### src/rtl/cgra_obi_master_slice_pkg.sv
// Packages for the CGRA OBI master slice.
// obi_pkg and heepsilon_pkg mirror the codebase packages this slice builds on.
// cgra_obi_master_slice_pkg holds the sizing helpers shared by the channel and the top.

package obi_pkg;

    typedef struct packed {
        logic        req;
        logic        we;
        logic [3:0]  be;
        logic [31:0] addr;
        logic [31:0] wdata;
    } obi_req_t;

    typedef struct packed {
        logic        gnt;
        logic        rvalid;
        logic [31:0] rdata;
    } obi_resp_t;

endpackage

package heepsilon_pkg;

    localparam int unsigned CGRA_XBAR_NMASTER          = 4;
    localparam int unsigned CGRA_SLICE_DEPTH           = 2;
    localparam int unsigned CGRA_SLICE_MAX_OUTSTANDING = 4;

endpackage

package cgra_obi_master_slice_pkg;

    // Pointers carry one extra wrap bit so full and empty can be told apart.
    function automatic int unsigned slice_ptr_w(input int unsigned depth);
        return $clog2(depth) + 1;
    endfunction

    // Fill level has to represent 0..depth inclusive.
    function automatic int unsigned slice_occ_w(input int unsigned depth);
        return $clog2(depth + 1);
    endfunction

    // Outstanding counter has to represent 0..max_outstanding inclusive.
    function automatic int unsigned slice_cnt_w(input int unsigned max_outstanding);
        return $clog2(max_outstanding + 1);
    endfunction

endpackage

### src/rtl/cgra_obi_master_slice_ch.sv
// One channel of the OBI master slice: a small request FIFO that breaks the
// gnt path from the bus, an outstanding-transaction limiter, a pass-through
// response path and a sticky response-underflow flag.
// DEPTH must be a power of two >= 2 and MAX_OUTSTANDING >= DEPTH.

module obi_req_slice_ch
    import obi_pkg::*;
    import cgra_obi_master_slice_pkg::*;
#(
    parameter int unsigned DEPTH           = 2,
    parameter int unsigned MAX_OUTSTANDING = 4
) (
    input  logic                            clk_i,
    input  logic                            rst_i,
    input  obi_req_t                        slv_req_i,
    output obi_resp_t                       slv_resp_o,
    output obi_req_t                        mst_req_o,
    input  obi_resp_t                       mst_resp_i,
    output logic [slice_occ_w(DEPTH)-1:0]   occupancy_o,
    output logic                            err_o
);

    localparam int unsigned PTR_W = slice_ptr_w(DEPTH);
    localparam int unsigned IDX_W = $clog2(DEPTH);
    localparam int unsigned OCC_W = slice_occ_w(DEPTH);
    localparam int unsigned CNT_W = slice_cnt_w(MAX_OUTSTANDING);

    obi_req_t           mem_reg [DEPTH];
    logic [PTR_W-1:0]   wr_ptr_reg;
    logic [PTR_W-1:0]   rd_ptr_reg;
    logic [CNT_W-1:0]   outstanding_reg;
    logic [CNT_W-1:0]   outstanding_next;
    logic               err_reg;
    logic               gnt_block_reg;

    logic               full;
    logic               empty;
    logic               cap_ok;
    logic               gnt;
    logic               push;
    logic               pop;
    logic               rsp_dec;
    logic               underflow;
    logic [IDX_W-1:0]   wr_idx;
    logic [IDX_W-1:0]   rd_idx;

    assign wr_idx = wr_ptr_reg[IDX_W-1:0];
    assign rd_idx = rd_ptr_reg[IDX_W-1:0];

    // Same index with differing wrap bits means the FIFO has lapped the reader.
    assign empty = (wr_ptr_reg == rd_ptr_reg);
    assign full  = (wr_ptr_reg[PTR_W-1] != rd_ptr_reg[PTR_W-1]) && (wr_idx == rd_idx);

    // Every term is registered (or a master input), so there is no path from mst_resp_i to gnt.
    // gnt is also held off in the reset cycle and the cycle right after it.
    assign cap_ok = (outstanding_reg < CNT_W'(MAX_OUTSTANDING));
    assign gnt    = slv_req_i.req && !full && cap_ok && !rst_i && !gnt_block_reg;
    assign push   = gnt;
    assign pop    = mst_req_o.req && mst_resp_i.gnt;

    // A response with nothing outstanding is a stray one (e.g. its request was dropped by reset).
    assign underflow = mst_resp_i.rvalid && (outstanding_reg == '0);
    assign rsp_dec   = mst_resp_i.rvalid && !underflow;

    assign occupancy_o = OCC_W'(wr_ptr_reg - rd_ptr_reg);
    assign err_o       = err_reg;

    // Upstream response: registered gnt terms, responses forwarded unregistered.
    always_comb begin
        slv_resp_o        = '0;
        slv_resp_o.gnt    = gnt;
        slv_resp_o.rvalid = mst_resp_i.rvalid;
        slv_resp_o.rdata  = mst_resp_i.rdata;
    end

    // Downstream request straight from the FIFO head; the head only moves on a handshake, so fields hold while stalled.
    always_comb begin
        mst_req_o = '0;
        if (!empty && !rst_i) begin
            mst_req_o     = mem_reg[rd_idx];
            mst_req_o.req = 1'b1;
        end
    end

    // Outstanding count: push adds one, a matched response removes one, both together cancel.
    always_comb begin
        outstanding_next = outstanding_reg;
        case ({push, rsp_dec})
            2'b10:   outstanding_next = outstanding_reg + CNT_W'(1);
            2'b01:   outstanding_next = outstanding_reg - CNT_W'(1);
            default: outstanding_next = outstanding_reg;
        endcase
    end

    // FIFO storage; contents need no reset because the pointers decide validity.
    always_ff @(posedge clk_i) begin
        if (push) begin
            mem_reg[wr_idx] <= slv_req_i;
        end
    end

    // Pointers, outstanding counter, sticky error and the post-reset grant block.
    always_ff @(posedge clk_i) begin
        gnt_block_reg <= rst_i;
        if (rst_i) begin
            wr_ptr_reg      <= '0;
            rd_ptr_reg      <= '0;
            outstanding_reg <= '0;
            err_reg         <= 1'b0;
        end else begin
            if (push) begin
                wr_ptr_reg <= wr_ptr_reg + PTR_W'(1);
            end
            if (pop) begin
                rd_ptr_reg <= rd_ptr_reg + PTR_W'(1);
            end
            outstanding_reg <= outstanding_next;
            if (underflow) begin
                err_reg <= 1'b1;
            end
        end
    end

endmodule

### src/rtl/cgra_obi_master_slice.sv
// Registered OBI request slice between the CGRA master ports and the external
// bus master inputs: one fully independent channel per CGRA master.

module cgra_obi_master_slice
    import obi_pkg::*;
    import cgra_obi_master_slice_pkg::*;
#(
    parameter int unsigned NMASTER         = heepsilon_pkg::CGRA_XBAR_NMASTER,
    parameter int unsigned DEPTH           = heepsilon_pkg::CGRA_SLICE_DEPTH,
    parameter int unsigned MAX_OUTSTANDING = heepsilon_pkg::CGRA_SLICE_MAX_OUTSTANDING
) (
    input  logic                                          clk_i,
    input  logic                                          rst_i,
    input  obi_req_t  [NMASTER-1:0]                       slv_req_i,
    output obi_resp_t [NMASTER-1:0]                       slv_resp_o,
    output obi_req_t  [NMASTER-1:0]                       mst_req_o,
    input  obi_resp_t [NMASTER-1:0]                       mst_resp_i,
    output logic      [NMASTER-1:0][slice_occ_w(DEPTH)-1:0] occupancy_o,
    output logic      [NMASTER-1:0]                       err_o
);

    genvar gi;

    // One channel per master; channels share nothing.
    generate
        for (gi = 0; gi < int'(NMASTER); gi++) begin : g_ch
            obi_req_slice_ch #(
                .DEPTH           (DEPTH),
                .MAX_OUTSTANDING (MAX_OUTSTANDING)
            ) u_ch (
                .clk_i       (clk_i),
                .rst_i       (rst_i),
                .slv_req_i   (slv_req_i[gi]),
                .slv_resp_o  (slv_resp_o[gi]),
                .mst_req_o   (mst_req_o[gi]),
                .mst_resp_i  (mst_resp_i[gi]),
                .occupancy_o (occupancy_o[gi]),
                .err_o       (err_o[gi])
            );
        end
    endgenerate

endmodule

### config.mk
export PLATFORM = sky130hd
export DESIGN_NAME = cgra_obi_master_slice
export DESIGN_NICKNAME = d
export VERILOG_FILES = /design/src/rtl/cgra_obi_master_slice_pkg.sv /design/src/rtl/cgra_obi_master_slice_ch.sv /design/src/rtl/cgra_obi_master_slice.sv
export SDC_FILE = /design/constraint.sdc
export NUM_CORES = 1
export LEC_CHECK = 0
export CORE_AREA = 2 2 327 329
export DETAILED_ROUTE_END_ITERATION = 10
export DIE_AREA = 0 0 329 331
export PLACE_DENSITY = 0.51
export SYNTH_ARGS = -nofsm -noshare
export SYNTH_HDL_FRONTEND = slang
export SYNTH_HIERARCHICAL = 1
export SYNTH_SLANG_ARGS = --single-unit
### constraint.sdc
create_clock -name clk_i -period 22.5 [get_ports clk_i]
set_clock_uncertainty 0.15 [all_clocks]
set_input_delay 6.75 -clock clk_i [delete_from_list [all_inputs] [get_ports clk_i]]
set_output_delay 6.75 -clock clk_i [all_outputs]
set_load 0.01 [all_outputs]
==> flow_summary_export.csv <==
group,metric,value,unit
route,drc,0,
setup_path,critPathArrivalTime,9050,ps
setup_path,slowest_stage,"buf_2",
worst_hold_path,hold_class,"register to register",
route,dr.pass1.iters,5,
route,wirelength_met1,22560,µm
clock_tree,cts-root-buf,"clkbuf_16",
sta,fin_crit,15950,ps
cells_and_area,largest_reg_flops,552,
die,die_height,331,µm
clock_tree,cts_resized,0,
die,die_w,329,µm
worst_hold_path,worstHoldStart,"g_ch[2].u_ch/err_o",
logic_synthesis,netlist_area,0.02376,mm²
route,wl_met2,40060,µm
grt,gr-total-overflow,0,
clock_tree,post_cts_buffers,0,
sta,hold_violations,0,
route,drtIter0Drc,695,
route,dr_total_vias,13776,
clock_tree,cts_buffers,71,
setup_path,required,15600,ps
logic_synthesis,synth_edf_count,552,
placement,place_area,0.03026,mm²
logic_synthesis,synth.net_count,1966,
die,die_area,0.1089,mm²
logic_synthesis,ys_async_sr_fraction,0,%
placement,io_buffers,589,
route,detail-route-antenna-nets,0,
logic_synthesis,yosysSeqAreaShare,73.13,%
run_status,status,"finished clean",
sta,maxSlewViolCount,0,
grt,gr-usage-all-layers,12.87,%
setup_path,crit_chain,"buf_2 -> a21o_2 -> buf_4 -> nor2_1 -> clkdlybuf4s50_1",
placement,gp_congestion,0.8796,
route,wl,74350,µm
pwr,vdd_drop_max,51.62,µV
cells_and_area,syn2layout_area_growth,36.68,%
clock_tree,htreeDepth,3,
sta,setup_viol,0,
setup_path,worst-setup-path-type,"primary input to output port",
flow_run,max_cap_viol_count,0,
setup_path,crit_family,"buffers and inverters",
pwr,p_total,2883,µW
logic_synthesis,synth_warnings,6,
die,start_util,22.64,%
sta,period_share,70.88,%
sta,fmax,62.70,MHz
logic_synthesis,synth_cells,1536,
pwr,power_density,88.76,mW/mm²
cells_and_area,fin_area,0.03248,mm²
logic_synthesis,synth_seq_cells,592,
cells_and_area,nNetsFinal,2440,
clock_tree,hold_buffers,0,
pwr,p_leak,0.01038,µW
grt,antenna_found_initial,9,
clock_tree,cts_tree,"yes",
sta,fin_hold_ws,325.3,ps
logic_synthesis,syn_avg_cell_area,15.47,µm²
sta,fin_tns_setup,0,ps
cells_and_area,seqCellArea,0.01739,mm²
setup_path,critPathCaptureType,"output port",
die,core_area,0.1050,mm²
clock_tree,clock_path_buffers,3,
setup_path,path_buf_inv,3,
clock_tree,numClockSinks,592,
setup_path,reg2reg_from,"g_ch[2].u_ch/wr_ptr_reg[0]",
cells_and_area,fin_cells,3453,
cells_and_area,insertedDiodeCount,0,
sta,rsz0062_at_grt,"false",
setup_path,startpoint,"rst_i",
route,vias_per_cell,3.990,
cells_and_area,multi_input_area,0.005015,mm²
setup_path,critPathLaunchType,"primary input",
route,wl_met3,8207,µm
clock_tree,clk_pin_slew,50,ps
placement,hpwl,55220,µm
cells_and_area,fill_cells,10431,
cells_and_area,drive_gt1_share,7.226,%
placement,dp.cells,3328,
setup_path,reg2reg_slack,19350,ps
logic_synthesis,synthDistinctLibCells,27,
setup_path,cp_slowest_stage_delay,700,ps
route,wire_per_inst,21.53,µm
logic_synthesis,ys.flop_type,"edfxtp_1",
die,ios,846,
sta,max_slew_margin,24.66,%
clock_tree,clk_latency,610,ps
route,highest_layer,"met5",
grt,grt_pass1_vias,14220,
sta,worstMarginPinSlew,1130,ps
die,rows,119,
grt,grt_max_degree,71,
setup_path,critPathMaxFanout,70,
grt,grt_pass1_wl,101100,µm
## report_power, final
part	switching, µW	leakage [µW]	internal, µW	total (µW)
clock network	444	0.00108	652	1100
registers	30.9	0.00534	1250	1280
logic	247	0.00396	256	503
total	722	0.0104	2160	2880
## synth_stat cells (all sizes together), types with 8 or more instances
cell type | count | area [µm²]
a21oi | 16 | 80.08
buf | 172 | 1201
clkbuf | 32 | 120.1
dfxtp | 40 | 800.8
edfxtp | 552 | 16580
ha | 8 | 100.1
inv | 28 | 105.1
mux2 | 8 | 90.09
mux2i | 284 | 2843
nor2 | 308 | 1156
nor2b | 8 | 50.05
nor3 | 8 | 40.04
o21ai | 8 | 40.04
or4 | 8 | 60.06
xnor2 | 8 | 70.07
xor2 | 8 | 70.07
## layout make-up
cell class	instances	area share, %
Clock inverter	35	1.002
Tap cell	1391	5.359
Sequential cell	592	53.55
Clock buffer	90	5.821
Inverter	28	0.3236
Timing Repair Buffer	605	18.51
Multi-Input combinational cell	712	15.44
## stage by stage
step	worst slack, ps	util (%)
3_5_place_dp	6484	28.83
6_report	6552	30.94
3_3_place_gp	6548	28.83
5_1_grt	6373	30.94
4_1_cts	6496	30.94
2_1_floorplan	7937	-
## cell families after synthesis
kind of cell,count (synthesis),synth area share [%]
fa+ha+maj,12,0.7582
xor+xnor,16,0.5897
compound gates,40,1.053
flops,592,73.13
mux,292,12.34
buf+inv,232,6.003
simple gates,352,6.129
## worst register-to-register path: cells and delay by family, from the launching register on
family / cells / cell delay, ps
adders and majority gates: 1 / 420
buffers and inverters: 3 / 1100
DFF: 1 / 410
and+or+nand+nor: 2 / 630
## final timing paths
| check | to | cells past startpoint |
|---|---|---|
| worst max register to register | g_ch[2].u_ch/mem_reg[1][7] | 6 |
| worst min register to register | g_ch[2].u_ch/err_o | 2 |
| worst max-delay path | mst_req_o[127] | 5 |
| worst min-delay path | g_ch[2].u_ch/err_o | 2 |
## cells in the final DEF (no fill, tap or decap), types with 5 or more instances in the layout
cell type        instances
clkdlybuf4s50_1        588
dfxtp_1                 36
edfxtp_1               552
clkinv_1                12
nor2b_1                  8
or4_1                    8
clkbuf_16               73
mux2_2                   8
buf_4                   16
ha_1                     8
a21oi_1                 16
mux2i_1                284
clkbuf_1                17
inv_1                   28
bufinv_16                5
nor2_1                 304
xnor2_1                  8
clkinv_2                11
xor2_1                   8
o21ai_0                  8
## routing by layer
| layer | vias to the layer above | global-route usage, % |
|---|---|---|
| li1 | 6379 | - |
| met2 | 628 | 24.23 |
| met4 | 8 | 5.718 |
| met1 | 6621 | 11.47 |
| met5 | - | 0 |
| met3 | 140 | 6.271 |
(Power assumes the default switching activity.)
